`config.mk`:
```
export PLATFORM = sky130hd
export DESIGN_NAME = mem_store_unit
export DESIGN_NICKNAME = d
export VERILOG_FILES = /design/src/rtl/mem_store_unit.sv
export SDC_FILE = /design/constraint.sdc
export NUM_CORES = 1
export LEC_CHECK = 0
export BUFFER_PORTS_ARGS = -buffer_cell sky130_fd_sc_hd__buf_4
export CORE_UTILIZATION = 25
export DETAILED_ROUTE_END_ITERATION = 7
export SYNTH_ARGS = -nofsm -noshare
export SYNTH_HDL_FRONTEND = slang
export SYNTH_SLANG_ARGS = --single-unit
```
`constraint.sdc`:
```
create_clock -name clk -period 2.2 [get_ports clk]
set_clock_uncertainty 0.15 [all_clocks]
set_input_delay 0.33 -clock clk [delete_from_list [all_inputs] [get_ports clk]]
set_output_delay 0.33 -clock clk [all_outputs]
set_load 0.02 [all_outputs]
```
`src/rtl/mem_store_unit.sv`:
```
// MEM-stage store unit: checks store alignment, then issues one SB/SH/SW write on the data bus.
// Stalls the pipeline from accept until the bus reports write completion; one-cycle done pulse after.
module mem_store_unit (
  input  logic        clk,
  input  logic        resetn,
  input  logic        validM,
  input  logic        flushM,
  input  logic [5:0]  op,
  input  logic [31:0] aluoutM,
  input  logic [31:0] writedataM,
  output logic        AdESM,
  output logic [31:0] badvaddrM,
  output logic        stallM,
  output logic        store_doneM,
  output logic        data_req,
  output logic        data_wr,
  output logic [1:0]  data_size,
  output logic [31:0] data_addr,
  output logic [31:0] data_wdata,
  output logic [3:0]  data_wstrb,
  input  logic        data_addr_ok,
  input  logic        data_data_ok
);

  localparam logic [5:0] OP_SW = 6'b101011;
  localparam logic [5:0] OP_SH = 6'b101001;
  localparam logic [5:0] OP_SB = 6'b101000;

  typedef enum logic [1:0] {IDLE, REQ, WAIT, DONE} state_t;

  state_t      state, next_state;
  logic        is_sw, is_sh, is_sb, is_store, accept;
  logic [1:0]  size_c;
  logic [31:0] wdata_c;
  logic [3:0]  wstrb_c;

  assign is_sw    = (op == OP_SW);
  assign is_sh    = (op == OP_SH);
  assign is_sb    = (op == OP_SB);
  assign is_store = is_sw | is_sh | is_sb;

  assign AdESM     = validM & ((is_sw & (aluoutM[1:0] != 2'b00)) | (is_sh & aluoutM[0]));
  assign badvaddrM = AdESM ? aluoutM : 32'h0;

  // DONE deliberately refuses a new store so the pipeline sees the done pulse first
  assign accept = (state == IDLE) & validM & is_store & ~AdESM & ~flushM;

  // Store data is lane-replicated so the slave can pick bytes using the strobe alone
  always_comb begin
    size_c  = 2'b00;
    wdata_c = 32'h0;
    wstrb_c = 4'b0000;
    if (is_sb) begin
      size_c  = 2'b00;
      wdata_c = {4{writedataM[7:0]}};
      wstrb_c = 4'b0001 << aluoutM[1:0];
    end else if (is_sh) begin
      size_c  = 2'b01;
      wdata_c = {2{writedataM[15:0]}};
      wstrb_c = aluoutM[1] ? 4'b1100 : 4'b0011;
    end else if (is_sw) begin
      size_c  = 2'b10;
      wdata_c = writedataM;
      wstrb_c = 4'b1111;
    end
  end

  always_ff @(posedge clk) begin
    if (!resetn) state <= IDLE;
    else         state <= next_state;
  end

  always_comb begin
    next_state = state;
    stallM     = 1'b0;
    case (state)
      IDLE: begin
        if (accept) begin
          next_state = REQ;
          stallM     = 1'b1;
        end
      end
      REQ: begin
        stallM = 1'b1;
        if (data_addr_ok) next_state = data_data_ok ? DONE : WAIT;
      end
      WAIT: begin
        stallM = 1'b1;
        if (data_data_ok) next_state = DONE;
      end
      DONE:    next_state = IDLE;
      default: next_state = IDLE;
    endcase
  end

  // Bus outputs are registered; request fields stay frozen from accept until the address handshake
  always_ff @(posedge clk) begin
    if (!resetn) begin
      data_req    <= 1'b0;
      data_wr     <= 1'b0;
      data_size   <= 2'b00;
      data_addr   <= 32'h0;
      data_wdata  <= 32'h0;
      data_wstrb  <= 4'b0000;
      store_doneM <= 1'b0;
    end else begin
      data_req    <= (next_state == REQ);
      data_wr     <= (next_state == REQ);
      store_doneM <= (next_state == DONE);
      if (accept) begin
        data_addr  <= {aluoutM[31:2], 2'b00};
        data_wdata <= wdata_c;
        data_size  <= size_c;
        data_wstrb <= wstrb_c;
      end else if (next_state != REQ) begin
        data_wstrb <= 4'b0000;
      end
    end
  end

endmodule

```
# == Word-level counts from Yosys, hierarchy flattened ==
# Index checks and enable logic that the tools add are counted.
# op_classes
n_addsub,0
mul,0
div_mod_pow,0
magnitude_cmp,0
n_eq_ne,9
shift,1
muxes,20
bitwise,12
reduce_logical,4
# ops
operator,n
32-bit two-way mux,4
4-bit two-way mux,6
6-bit == test (second input constant),3
2-bit two-way mux,6
2-bit one-hot mux with 4 select lines,1
1-bit AND,7
2-bit == test (second input constant),3
2-bit by 1-bit == test with 1-bit output (second input constant),2
2-bit nonzero test,2
1-bit by 2-bit << shifter with 4-bit output (first input constant),1
1-bit OR,3
2-bit zero test,1
1-bit two-way mux,2
2-bit by 1-bit inequality test with 1-bit output (second input constant),1
1-bit NOT,2
1-bit one-hot mux with 2 select lines,1
2-bit OR reduction,1
# word_totals
ff_bits,72
latchBits,0
mem_bits_rw,0
romBits,0
inputBits,76
output_inout_bits,107
wordCells,53
memories,0

# == Logic depth before layout (Yosys ltp) ==
# depth
ltp_word,12
depth_mapped,8
depth_no_buf,6

# == Worst setup path before layout ==
# Ideal clock, no wire load.
# synth_path
path_kind,register -> output
startpoint,reg state[0]
endpoint,out stallM
t_arrival_ns,1.635
required_time_ns,1.720
path_slack_ns,0.085
path_stages_with_launch,9
path_buffers,2
cell_sequence,dfxtp_1 > inv_1 > ha_1 > and3b_1 > o2111a_2 > buf_6 > buf_6 > nor2_1 > nor2_1
# synth_via
elab_chain_cells,7
elab_cells_between_ends,10
classes_between,eq/ne (2); mux (2); bitwise (4); reduce/logical (2)
# synth_rtl
element,line_no,rtl
from (decl),31,"state_t state, next_state;"
from (signal assigned),70,else state <= next_state;
2-bit zero test,"46, 76",
1-bit AND (4 in series),46,assign accept = (state == IDLE) & validM & is_store & ~AdESM & ~flushM;
1-bit two-way mux,78,if (accept) begin
1-bit one-hot mux with 2 select lines *,76,case (state)
to (decl),13,"output logic stallM,"
# Mark *: on every way between the ends. The rest lies on a longest branch, timed or not.

# == Worst setup path after layout ==
# layout_path
startpoint,reg state[1]
endpoint,out stallM
# Same word-level chain as after synthesis.

==> flow_summary_export.csv <==
group,metric,value,unit
worst_hold_path,worst_hold_path_type,"primary input to register",
placed_design,place_hpwl,8620,µm
placed_design,place_inst,766,
power_and_ir_drop,peakVddDrop,0.000368,V
die,start_util,25.7,%
critical_path,required,1.72,ns
die,die_x,122,µm
synth,synthesis.area,3570,µm²
global_route,antenna_found_initial,0,
synth,synth_edf_count,0,
critical_path,crit_type,"register to output port",
synth,synthFlopType,"dfxtp_1",
die,core,13900,µm²
route,first_pass_iters,7,
cts,cts_hold_buffers,0,
route,via_per_inst,4.71,
final_layout,fill_cells,1484,
cts,htreeDepth,3,
cts,cts_buffers,9,
timing,final.min_clock_period,2.10,ns
die,io-pin-count,183,
global_route,first_global_vias,3440,
die,fp.dieH,122,µm
final_layout,final_cells,786,
global_route,grt_usage,15.5,%
route,drtIter0Drc,183,
final_layout,fin_area,5400,µm²
final_layout,n_antenna_cell,0,
cts,clock-sinks,72,
global_route,grt_pass1_wl,17700,µm
route,drc,0,
synth,async_reset_ff_share,0,%
route,wl_per_cell,15.0,µm
synth,yosysWarningCount,0,
synth,synth_cell_types,40,
placed_design,place_area,5060,µm²
final_layout,layout.nets,684,
cts,root_buffer,"clkbuf_16",
synth,syn_inst,431,
cts,cts_tree,"built",
synth,syn_area_per_cell,8.29,µm²
final_layout,postLayoutCoreUtil,38.8,%
route,wirelength,11800,µm
flow_run,max_cap_violations,0,
timing,tightest_slew,0.652,ns
synth,yosysSeqAreaShare,40.3,%
timing,maxSlewViolCount,0,
timing,clock.fmax,0.475,GHz
critical_path,critical_path_arrival,1.62,ns
placed_design,place_congestion,0.813,
die,die_area,14800,µm²
critical_path,crit_path_end_kind,"output port",
synth,netlist.area_leader.share,40.3,%
final_layout,syn_to_final_growth,51.1,%
placed_design,port_buffers,180,
global_route,grt_max_degree,37,
timing,max-slew-margin-rel,56.4,%
route,vias,3704,
timing,setup_viol,0,
power_and_ir_drop,p_leak,2.42,nW
critical_path,worstSetupStartpointType,"register",
power_and_ir_drop,p_per_area,638,nW/µm²
final_layout,drive_above_1_share,37.5,%
cts,clk_latency,0.33,ns
die,row_count,43,
timing,hold_viol,0,
synth,ys_ff_latch,72,
status,status,"finished, final reports clean",
critical_path,crit_path_max_fanout,4,
cts,clockBufferDepth,2,
synth,yosysTopAreaCell,"dfxtp_1",
global_route,grt-ovfl-total,0,
timing,post-route-period-util,95.7,%
cts,clk_pin_slew,0.06,ns
route,drtAntennaViolNets,0,
synth,ys_top_cells_by_area,"dfxtp_1 40%, nand2_1 11%, a21boi_1 8.0%, a21boi_0 5.5%, and3_1 5.4%",
## routing by layer
metal	routed length, µm	track usage (%)	up-vias
met5	0	0	-
met4	150	5.32	0
met3	980	4.78	12
met2	5580	26.0	146
met1	5050	18.7	1719
li1	-	-	1827
## power by group
part	switching (mW)	leakage (nW)	internal, mW	total, mW
registers	0.0305	0.581	1.34	1.37
logic	0.358	1.71	0.320	0.678
clock network	0.536	0.134	0.861	1.40
total	0.925	2.42	2.52	3.45
## cell families (layout without fill, tap and decap cells)
logic type | after synthesis | in the layout | synth area share, %
adder cells (fa/ha/maj) | 5 | 5 | 1.75
AND/OR/NAND/NOR | 187 | 187 | 24.3
flip-flops | 72 | 72 | 40.3
buffers and inverters | 47 | 221 | 7.14
multiplexers | 8 | 8 | 2.24
AO/OA/AOI/OAI | 111 | 111 | 24.2
other | 1 | 2 | 0.105
## area by class of cell
type                       instances  area, µm²  share of cell area, %
clock buffer                      10        229                   4.24
clock inverter                     4       47.5                  0.880
inverter                           5       21.3                  0.394
multi-input combinational        313       1900                   35.2
sequential                        72       1450                   26.8
tap                              180        225                   4.17
timing repair buffer             202       1530                   28.3
## state kept, by name, indices dropped and copies added, names as in the netlist
name	count
data_addr	30
data_size	2
data_wdata	32
data_wr	1
data_wstrb	4
state	2
store_doneM	1
## path summary, 6_finish.rpt
| kind | startpoint | endpoint | slack [ns] | cells after the start |
|---|---|---|---|---|
| hold reg to reg | data_addr[28]$_SDFFE_PN0P_ | data_addr[28]$_SDFFE_PN0P_ | 0.30 | 2 |
| hold / removal | aluoutM[25] | data_addr[25]$_SDFFE_PN0P_ | 0.10 | 3 |
| setup / recovery | state[1]$_SDFF_PN0_ | stallM | 0.1 | 7 |
| setup reg to reg | state[1]$_SDFF_PN0_ | store_doneM$_SDFF_PN0_ | 0.21 | 8 |
## synth_stat cells (2+ instances only)
master	instances
o31ai_1	2
a22o_1	20
nor3b_1	2
o21bai_1	2
buf_4	7
a21oi_1	4
a21boi_0	26
buf_2	12
buf_6	5
a21boi_1	38
nand3_1	29
nor2_1	6
and3_1	31
clkbuf_1	18
nand2b_1	2
o2bb2ai_1	8
dfxtp_1	72
inv_1	4
and2_1	2
o21ai_0	3
mux2i_1	8
ha_1	5
nand2_1	108
## cells in the final DEF, fill, tap and decap left out, drive strengths merged
master	synthesis	layout
buf	24	202
nand2	108	108
dfxtp	72	72
a21boi	64	64
and3	31	31
nand3	29	29
a22o	20	20
clkbuf	18	10
mux2i	8	8
o2bb2ai	8	8
nor2	6	6
ha	5	5
a21oi	5	5
inv	4	4
o21ai	3	3
clkinv	1	3
nand2b	2	2
and2	2	2
o31ai	2	2
o21bai	2	2
nor3b	2	2
conb	1	2
and4bb	1	1
and3b	1	1
o2111a	1	1
and4	1	1
o2111ai	1	1
nor2b	1	1
a31oi	1	1
nand4	1	1
o22ai	1	1
a22oi	1	1
a21o	1	1
a31o	1	1
nor3	1	1
nor4b	1	1
clkinvlp	0	1
bufinv	0	1
## per-stage QoR
step	total power, mW	hold WS [ns]	TNS [ns]	setup slack, ns
final	3.45	0.101	0	0.0950
after global routing	3.62	0.0992	-0.00628	-0.00628
after CTS	3.45	0.0881	0	0.00688
after detailed placement	2.02	0.295	-2.68	-0.104
after global placement	2.00	0.289	0	0.0121
after floorplan	1.76	0.319	0	0.0852
## worst max-delay path: stages (launching register included)
cell	delay (ns)
dfxtp_2	0.34
inv_2	0.09
ha_1	0.14
and3b_2	0.21
o2111a_2	0.22
nor2_1	0.05
nor2_1	0.09
buf_4	0.15
## what timing repair did
item / CTS / global route
gates resized for setup: 6 / 2
setup buffers: 1 / 5
setup endpoints to repair: 33 / 1
pin swaps: 2 / 1
Note: power is estimated with default switching activity, not from simulation.
